--- config.mk ---
export PLATFORM = sky130hd
export DESIGN_NAME = univ_shift_reg
export DESIGN_NICKNAME = d
export VERILOG_FILES = /design/src/rtl/univ_shift_pkg.sv /design/src/rtl/usr_bit_cell.sv /design/src/rtl/univ_shift_reg.sv
export SDC_FILE = /design/constraint.sdc
export NUM_CORES = 1
export LEC_CHECK = 0
export CAP_MARGIN = 20
export CORE_UTILIZATION = 42
export CTS_CLUSTER_DIAMETER = 120
export DETAILED_ROUTE_END_ITERATION = 10
export PLACE_DENSITY = 0.8
export RECOVER_POWER = 50
export SLEW_MARGIN = 20
export SYNTH_ARGS = -nofsm -noshare
export SYNTH_HDL_FRONTEND = slang
export SYNTH_SLANG_ARGS = --single-unit
--- constraint.sdc ---
create_clock -name clk -period 1.9 [get_ports clk]
set_input_delay 0.19 -clock clk [delete_from_list [all_inputs] [get_ports clk]]
set_output_delay 0.19 -clock clk [all_outputs]
set_load 0.03 [all_outputs]
--- src/rtl/univ_shift_pkg.sv ---
// rtl/univ_shift_pkg.sv - mode encodings, FSM states and helpers for univ_shift_reg
package univ_shift_pkg;

  localparam logic [1:0] MODE_HOLD = 2'b00;
  localparam logic [1:0] MODE_SHR  = 2'b01;
  localparam logic [1:0] MODE_SHL  = 2'b10;
  localparam logic [1:0] MODE_LOAD = 2'b11;

  typedef enum logic [1:0] {
    IDLE  = 2'b00,
    SHIFT = 2'b01,
    FIN   = 2'b10
  } state_t;

  // True for the two modes that move data (and so may start a burst)
  function automatic logic is_shift_mode(input logic [1:0] m);
    return (m == MODE_SHR) || (m == MODE_SHL);
  endfunction

endpackage

--- src/rtl/usr_bit_cell.sv ---
// rtl/usr_bit_cell.sv - one register bit: 4:1 next-value mux plus async-reset flop
module usr_bit_cell
  import univ_shift_pkg::*;
(
  input  logic       clk,
  input  logic       rst,
  input  logic [1:0] i_sel,
  input  logic       i_par,
  input  logic       i_from_hi,
  input  logic       i_from_lo,
  output logic       o_q
);

  logic r_q;
  logic w_d;

  // Select the next value: keep, take upper neighbour, take lower neighbour, or load
  always_comb begin
    w_d = r_q;
    case (i_sel)
      MODE_HOLD: w_d = r_q;
      MODE_SHR:  w_d = i_from_hi;
      MODE_SHL:  w_d = i_from_lo;
      default:   w_d = i_par;
    endcase
  end

  // Storage flop, cleared immediately by reset
  always_ff @(posedge clk or posedge rst) begin
    if (rst) begin
      r_q <= 1'b0;
    end else begin
      r_q <= w_d;
    end
  end

  assign o_q = r_q;

endmodule

--- src/rtl/univ_shift_reg.sv ---
// rtl/univ_shift_reg.sv - universal shift register with burst sequencer; optional rotate via UNIV_SHIFT_ROTATE_EN
module univ_shift_reg
  import univ_shift_pkg::*;
#(
  parameter int WIDTH = 6,
  parameter int CNT_W = 3
) (
  input  logic             clk,
  input  logic             rst,
  input  logic [1:0]       mode,
  input  logic [WIDTH-1:0] par_in,
  input  logic             ser_in_msb,
  input  logic             ser_in_lsb,
`ifdef UNIV_SHIFT_ROTATE_EN
  input  logic             rotate,
`endif
  input  logic             start,
  input  logic [CNT_W-1:0] count,
  output logic [WIDTH-1:0] q,
  output logic             ser_out_msb,
  output logic             ser_out_lsb,
  output logic             busy,
  output logic             done
);

  state_t           r_state;
  state_t           w_next;
  logic [CNT_W-1:0] r_remaining;
  logic [1:0]       r_dir;
  logic [1:0]       w_op;
  logic             w_burst_go;
  logic             w_rot_now;
  logic             w_msb_in;
  logic             w_lsb_in;
  logic [WIDTH-1:0] w_hi;
  logic [WIDTH-1:0] w_lo;

`ifdef UNIV_SHIFT_ROTATE_EN
  logic r_rot;

  // Rotate is taken live in direct mode and frozen for the length of a burst
  assign w_rot_now = (r_state == IDLE) ? rotate : r_rot;

  // Latch the rotate choice when a burst is accepted
  always_ff @(posedge clk or posedge rst) begin
    if (rst) begin
      r_rot <= 1'b0;
    end else if (w_burst_go) begin
      r_rot <= rotate;
    end
  end
`else
  assign w_rot_now = 1'b0;
`endif

  // Bits entering at each end: wrapped-around bit when rotating, else serial input
  assign w_msb_in = w_rot_now ? q[0]       : ser_in_msb;
  assign w_lsb_in = w_rot_now ? q[WIDTH-1] : ser_in_lsb;
  assign w_hi     = {w_msb_in, q[WIDTH-1:1]};
  assign w_lo     = {q[WIDTH-2:0], w_lsb_in};

  for (genvar gi = 0; gi < WIDTH; gi++) begin : g_bit
    usr_bit_cell u_cell (
      .clk       (clk),
      .rst       (rst),
      .i_sel     (w_op),
      .i_par     (par_in[gi]),
      .i_from_hi (w_hi[gi]),
      .i_from_lo (w_lo[gi]),
      .o_q       (q[gi])
    );
  end

  assign ser_out_msb = q[WIDTH-1];
  assign ser_out_lsb = q[0];

  // FSM state register
  always_ff @(posedge clk or posedge rst) begin
    if (rst) begin
      r_state <= IDLE;
    end else begin
      r_state <= w_next;
    end
  end

  // Next state, per-cycle operation and handshake; busy also covers the accepting cycle
  always_comb begin
    w_next     = r_state;
    w_op       = MODE_HOLD;
    w_burst_go = 1'b0;
    busy       = 1'b0;
    done       = 1'b0;
    case (r_state)
      IDLE: begin
        if (start && is_shift_mode(mode)) begin
          if (count == '0) begin
            w_next = FIN;
          end else begin
            w_op       = mode;
            w_burst_go = 1'b1;
            busy       = 1'b1;
            w_next     = (count == CNT_W'(1)) ? FIN : SHIFT;
          end
        end else begin
          w_op = mode;
        end
      end
      SHIFT: begin
        w_op = r_dir;
        busy = 1'b1;
        if (r_remaining == CNT_W'(1)) begin
          w_next = FIN;
        end
      end
      FIN: begin
        done   = 1'b1;
        w_next = IDLE;
      end
      default: w_next = IDLE;
    endcase
  end

  // Burst bookkeeping: direction latched at start, remaining shifts counted down
  always_ff @(posedge clk or posedge rst) begin
    if (rst) begin
      r_remaining <= '0;
      r_dir       <= MODE_HOLD;
    end else if (w_burst_go) begin
      r_remaining <= count - CNT_W'(1);
      r_dir       <= mode;
    end else if (r_state == SHIFT) begin
      r_remaining <= r_remaining - CNT_W'(1);
    end
  end

endmodule
== Word level (Yosys, flattened, before mapping) ==
Cells that the tools add are included.
Storage, ports and cells
  register bits: 13
  bits in latches: 0
  memory bits (writable): 0
  memory bits (read-only): 0
  bits of input ports: 16
  output and inout port bits: 10
  logic and storage cells: 49
  memories kept: 0
Cells by class
  $add $sub $neg: 2
  multipliers: 0
  divide/modulo/power cells: 0
  order comparisons: 0
  equality and inequality tests: 10
  shift operators: 0
  muxes and demuxes: 21
  bitwise gates (word level): 0
  reductions and logical operators: 7
Operator list (number)
  case mux 1 bit (3 select lines): 6
  two-way mux 2 bit: 6
  case mux 2 bit (2 select lines): 2
  == test 2 x 1 -> 1 bit, second input constant: 3
  == test 2 bit, second input constant: 3
  == test 3 x 1 -> 1 bit, second input constant: 2
  two-way mux 3 bit: 2
  subtractor 3 x 1 -> 3 bit, second input constant: 2
  zero test 2 bit: 2
  two-way mux 1 bit: 4
  inequality test 2 bit, second input constant: 2
  zero test 3 bit: 1
  case mux 1 bit (2 select lines): 1
  AND reduction 2 bit: 1
  nonzero test 2 bit: 1
  logical AND 1 bit: 1
  logical OR 1 bit: 1

== Logic depth before layout (Yosys ltp) ==
Gate-level depths: netlist of the first run.
  word-level depth: 7
  gate-level depth with buffers: 9
  gate-level depth less buffers: 8

== Modules after synthesis ==
A second synthesis of the first run with hierarchy kept.
Second synthesis, totals
  cells, all modules: 125
  area total of the unflattened synthesis: 1176.1 um2
Modules (own cells, without submodules)
  usr_bit_cell: times used 6, cells each 12, area each 111.4 um2, sequential area each 25.0 um2
  univ_shift_reg: times used 1, cells each 53, area each 508.0 um2, sequential area each 175.2 um2

== Worst setup path before layout of the first run ==
Ideal clock, no wire load.
  path type: register to register
  start point: reg r_state[0]
  end point: reg g_bit[1].u_cell.r_q
  library setup time: 0.135 ns
  arrival: 1.675 ns
  data required time: 1.765 ns
  path slack: 0.090 ns
  stages on the path, launching flop included: 8
  path buffers: 2
  clock period less this slack: 1.810 ns
  cell sequence: dfrtp_1 buf_2 nor2b_1 a22o_1 ha_1 clkbuf_1 a221oi_1 o31ai_1
On the way
  word-level cells in the longest chain between the ends: 4
  elaborated cells between the ends (all ways): 7
  classes of those cells: eq/ne: 3; mux: 2; reduce/logical: 2
RTL lines
  start, declared: RTL line univ_shift_reg.sv:26  | state_t r_state;
  start signal, assigned: RTL line univ_shift_reg.sv:82  | r_state <= w_next;
  == test 2 x 1 -> 1 bit / zero test 2 bit (equally long branches): RTL line univ_shift_reg.sv:93  | case (r_state)
  case mux 2 bit (2 select lines) (*): RTL line univ_shift_reg.sv:93
  == test 2 bit, or another cell as far along: RTL line usr_bit_cell.sv:20  | case (i_sel)
  case mux 1 bit (3 select lines): RTL line usr_bit_cell.sv:20
  end signal, assigned: RTL line usr_bit_cell.sv:33  | r_q <= w_d;
  end, declared: RTL line usr_bit_cell.sv:14  | logic r_q;
Every way passes the cells marked *; elsewhere a longest branch is shown, timed or not.
A chain may end at the register's enable or synchronous reset.

== Final worst setup path of the first run ==
  start point: in count[0]
  end point: reg g_bit[0].u_cell.r_q
On the way
  word-level cells in the longest chain between the ends: 6
  elaborated cells between the ends (all ways): 8
  classes of those cells: eq/ne: 2; mux: 4; reduce/logical: 2
RTL lines
  start, declared: RTL line univ_shift_reg.sv:18  | input logic [CNT_W-1:0] count,
  zero test 3 bit (*): RTL line univ_shift_reg.sv:96  | if (count == '0) begin
  two-way mux 2 bit (*): RTL line univ_shift_reg.sv:96
  two-way mux 2 bit (*): RTL line univ_shift_reg.sv:95  | if (start && is_shift_mode(mode)) begin
  case mux 2 bit (2 select lines) (*): RTL line univ_shift_reg.sv:93
  == test 2 bit, or another cell as far along: RTL line usr_bit_cell.sv:20
  case mux 1 bit (3 select lines): RTL line usr_bit_cell.sv:20
  end signal, assigned: RTL line usr_bit_cell.sv:33
  end, declared: RTL line usr_bit_cell.sv:14
Marks and branches as above.

==> results.cfg, run 1 <==
[run_status]
status = complete, no violations

[logic_synthesis]
synth_top_area_share_pct = 34.5
synth_cell_types = 30
synth_area_leaders = dfrtp_1, ha_1, o31ai_1
synth.net_count = 119
async_reset_ff_share_pct = 100
synth_area_per_cell_um2 = 9.92
synth.largest_area_cell = dfrtp_1
synth_seq_cells = 13
synthCells = 95
synth_warnings = 0
synth_edf_count = 0
synth-main-ff-cell = dfrtp_1
synth_area_um2 = 942
yosysSeqAreaShare_pct = 34.5

[worst_setup_path]
startpoint_type = input port
path_class = input port to register
rrSetupSlack_ns = 0.11
crit_fanout = 6
worst_r2r_path_depth = 6
end_kind = register
arrival_ns = 1.99
worstPathRequired_ns = 2.08

[placed_design]
gp_congestion = 0.844
io_buffers = 25
dp.cells = 149
placed_cell_area_um2 = 1250
dpl.hpwl_um = 1560
place_ws_ns = -0.469

[min_path]
hold_path.class = input port to asynchronous set/reset pin

[clocking]
clock_latency_ns = 0.27
holdBufCountCts = 0
clock_path_buffers = 2
cts_tree = done
clkSinkCount = 13
clkTransAtPathRegs_ns = 0.08
root_buffer = clkbuf_4
numCtsBuffers = 3
h-tree-depth = 1

[layout]
fill_cells = 175
design_area_um2 = 1420
final_common_cell = clkdlybuf4s50_1
instances_no_fill = 159
nets = 157
area_growth_pct = 50.2
final_cell_mix = clkdlybuf4s50_1, buf_4, dfrtp_1, nor2b_1
num_antenna_cells = 0
drive_gt1_share_pct = 30.3

[floorplanning]
pin_count = 26
start_util_pct = 46.1
num_rows = 16
dieArea_um2 = 2440
die_h_um = 49.4
fp.dieW_um = 49.4
fp.coreArea_um2 = 2040

[global_routing]
track_usage_pct = 20.9
grt_overflow = 0
grt_max_degree = 14
grt.met3_usage_pct = 2.49
grt_antenna_before_repair = 0
grt_pass1_vias = 867
grt-busiest-layer = met2
use_met2_pct = 40.2
grt_pass1_wl_um = 3910
met1_usage_pct = 23.4

[sta]
hold_viol = 0
worst_slack_ns = 0.0880
relSlewSlack_pct = 65.2
worstMarginPinSlew_ns = 0.522
clock_skew_ns = 0.00307
drv_slew = 0
setup_violations = 0
period_share_pct = 95.4
min_period_ns = 1.81
fmax_mhz = 552

[power]
power_density_nw_per_um2 = 1790
ir_drop_uv = 926
p_leak_nw = 0.648

[routing]
drtPass1Iterations = 4
postRouteWirelength_um = 2270
ant_nets = 0
wl_per_cell_um = 14.3
drt_iter0_markers = 16
drcViolationCount = 0
num_vias = 856
routed_via_density = 5.38

[flow_run]
maxCapViolCount = 0
## registers in the layout, summed over array words and instances, names as in the netlist
signal,count
g_bit.u_cell.o_q,6
r_dir,2
r_remaining,3
r_state,2
## Yosys cell counts (3+ instances only)
| master | count |
|---|---|
| nand2_1 | 6 |
| dfrtp_1 | 13 |
| buf_4 | 6 |
| ha_1 | 8 |
| nand3b_1 | 3 |
| a221oi_1 | 6 |
| o31ai_1 | 7 |
| inv_1 | 8 |
| nor2_1 | 3 |
| nor2b_1 | 8 |
| mux2i_1 | 3 |
## critical path, stage by stage
cell and delay, ns:
dlygate4sd2_1 0.25, inv_2 0.08, ha_4 0.13, nand3b_1 0.11, o21a_1 0.22, a22o_1 0.25, ha_4 0.27, buf_6 0.13
nor2b_1 0.12, o31ai_1 0.23
## layer usage
metal | vias to the layer above | wire, µm
li1 | 415 | -
met1 | 401 | 893
met2 | 38 | 1250
met3 | 2 | 110
met4 | 0 | 10
met5 | - | 0
## stage by stage
stage	power, mW	utilization (%)	setup TNS [ns]	hold WS [ns]
6_report	2.53	69.3	0	0.376
5_1_grt	2.75	69.3	-0.00434	0.370
2_1_floorplan	1.61	-	0	0.0670
3_3_place_gp	1.91	61.2	-2.27	0.506
4_1_cts	2.46	66.6	0	0.258
3_5_place_dp	1.97	61.2	-2.74	0.509
## worst paths after layout
kind                                  endpoint       start
max                        g_bit[0].u_cell.o_q    count[0]
min                        g_bit[3].u_cell.o_q         rst
max reg2reg                g_bit[0].u_cell.o_q  r_state[0]
min reg2reg                           r_dir[1]    r_dir[1]
max in group asynchronous           r_state[0]         rst
min in group clk                r_remaining[0]    count[0]
## cell type report
class	count	area (µm²)	share of cell area, %
multi-input cells	65	619	43.8
repair buffers	42	380	26.9
flip-flops and latches	13	325	23.0
well taps	27	33.8	2.39
inverters	8	30.0	2.12
clock buffers	4	26.3	1.86
## timing repair
| item | CTS | global route |
|---|---|---|
| gates resized for setup | 18 | 10 |
| setup endpoints to repair | 6 | 4 |
| setup buffers | 4 | 2 |
| pin swaps | 8 | 7 |
## cell families after synthesis
| logic type | after synthesis | share of synthesized area (%) |
|---|---|---|
| compound gates | 25 | 20.7 |
| simple gates | 24 | 15.5 |
| buf+inv | 17 | 9.29 |
| flops | 13 | 34.5 |
| fa+ha+maj | 8 | 10.6 |
| xor+xnor | 4 | 4.52 |
| mux | 4 | 4.78 |
## power breakdown
| part | internal, mW | switching, mW |
|---|---|---|
| Clock | 0.0812 | 0.0914 |
| Combinational | 0.907 | 0.865 |
| Sequential | 0.424 | 0.160 |
| Total | 1.41 | 1.12 |
No activity file was read; power rests on OpenSTA's default activity.
==> inputs of run 2 (changes only) <==
--- a/config.mk
+++ b/config.mk
@@ -11,6 +11,7 @@
 export DETAILED_ROUTE_END_ITERATION = 10
 export PLACE_DENSITY = 0.8
 export RECOVER_POWER = 50
+export SETUP_SLACK_MARGIN = 0.4
 export SLEW_MARGIN = 20
 export SYNTH_ARGS = -nofsm -noshare
 export SYNTH_HDL_FRONTEND = slang
==> run 2 against run 1 <==
  * Final cell count rose by 3.1%
  * First-iteration DRC count up 31%
  * Count of clock-buffer cells in the layout did not move
  * Non-clock buffer count increased by 5
  * Critical path type is now register to register
  * Sequential power grew 1%
  * Combinational power is 4% higher
  * Critical path depth fell by 4
  * Die area stayed put
  * Highest routed layer unchanged
  * Setup slack improved by 0.093 ns
==> results.cfg, run 2 (synthesis results as in run 1) <==
[layout]
area_growth_pct = 57.1
final_common_cell = buf_4
num_antenna_cells = 0
largest_register_ffs = 6
nets = 162
final_cell_mix = buf_4, dfrtp_1, dlygate4sd2_1, clkdlybuf4s50_1
register_area_um2 = 325
multi_input_area_um2 = 646
drive_gt1_share_pct = 35.0
fill_cells = 159
design_area_um2 = 1480
final_util_pct = 72.5

[routing]
drtPass1Iterations = 4
drt_iter0_markers = 21
drcViolationCount = 0
postRouteWirelength_um = 2400
ant_nets = 0
num_vias = 873
routed_via_density = 5.32
wl_per_cell_um = 14.7

[sta]
worstMarginPinSlew_ns = 0.492
relSlewSlack_pct = 67.2
worst_slack_ns = 0.181
drv_slew = 0
period_share_pct = 90.5
setup_violations = 0
hold_viol = 0
min_period_ns = 1.72
fmax_mhz = 582
clock_skew_ns = 0.00286
rsz0062_at_grt = true

[worst_setup_path]
rrSetupSlack_ns = 0.18
arrival_ns = 1.91
r2r_start = r_state[1]
slowest_stage = dfrtp_1
crit_fanout = 6
path_cells = nand3b_1, o31a_1, ha_4, buf_4, nor2b_1, o31ai_1
path_class = register to register
worstPathRequired_ns = 2.09
max_stage_delay_ns = 0.52
startpoint = r_state[1]
end_kind = register
startpoint_type = register

[clocking]
clock_path_buffers = 2
root_buffer = clkbuf_4
clock_latency_ns = 0.28
h-tree-depth = 1
clkSinkCount = 13
holdBufCountCts = 0
clkTransAtPathRegs_ns = 0.07
numCtsBuffers = 3
cts_tree = done

[global_routing]
grt_max_degree = 14
grt_overflow = 0
grt_pass1_wl_um = 3950
grt_pass1_vias = 836
grt_antenna_before_repair = 0
track_usage_pct = 22.0

[placed_design]
gp_congestion = 0.838
placed_cell_area_um2 = 1320
io_buffers = 25
dpl.hpwl_um = 1690
place_ws_ns = -0.472

[power]
ir_drop_uv = 1490
p_leak_nw = 0.681
power_density_nw_per_um2 = 1760
power_mw = 2.60

[run_status]
status = complete, no violations

[min_path]
min_from = count[0]
hold_path.class = input port to register

[floorplanning]
die_h_um = 49.4
fp.coreArea_um2 = 2040
fp.dieW_um = 49.4
num_rows = 16
pin_count = 26
dieArea_um2 = 2440
start_util_pct = 46.1

[flow_run]
maxCapViolCount = 0
## run 2: cell count changes in the layout (fill, tap and decap cells not counted), moves of 2 or more
| cell | delta |
|---|---|
| nor2b_4 | +2 |
| dlygate4sd2_1 | +9 |
| inv_2 | -2 |
| dlymetal6s2s_1 | -2 |
| clkdlybuf4s50_1 | -10 |
| clkbuf_2 | +2 |
| buf_6 | +6 |
## run 2: layout make-up
class                      instances  share of cell area [%]
tap                               27                    2.28
inverter                           8                    2.54
sequential                        13                    22.0
clock buffer                       4                    1.78
multi-input combinational         65                    43.6
timing repair buffer              47                    27.8
## run 2: path summary, 6_finish.rpt
path,to,cells past startpoint
min,r_remaining[0],3
min in group asynchronous,r_state[0],2
max reg2reg,g_bit[4].u_cell.o_q,6
max,g_bit[4].u_cell.o_q,6
max in group asynchronous,g_bit[0].u_cell.o_q,2
min reg2reg,r_dir[1],1
## run 2: layer usage
metal,up-vias,global-route usage [%],routed length [µm],part of all wire (%)
li1,425,-,-,-
met1,418,27.2,982,41
met2,25,36.5,1260,52
met3,5,5.92,130,5.4
met4,0,7.35,35,1.5
met5,-,0,0,0
## run 2: critical path, delay by kind of cell, from the launching register on
family	cells	cell delay, ns
AO/OA/AOI/OAI	2	0.42
flip-flops	1	0.52
adder cells (fa/ha/maj)	1	0.25
buffers and inverters	1	0.13
AND/OR/NAND/NOR	2	0.30
## run 2: power by group
part           switching, mW  internal [mW]
combinational          0.914          0.930
sequential             0.166          0.425
clock                 0.0876         0.0818
total                   1.17           1.44
## run 2: per-stage QoR
stage	TNS, ns	std cells	hold slack (ns)
after global routing	0	164	0.264
after floorplan	0	95	0.0670
final	0	164	0.276
after CTS	0	160	0.223
after detailed placement	-2.75	150	0.520
after global placement	-2.46	150	0.511
## run 2: what timing repair did
action	in CTS	in global routing
resized for setup	32	13
buffers inserted	6	4
setup endpoints to repair	16	11
pin swaps	10	9
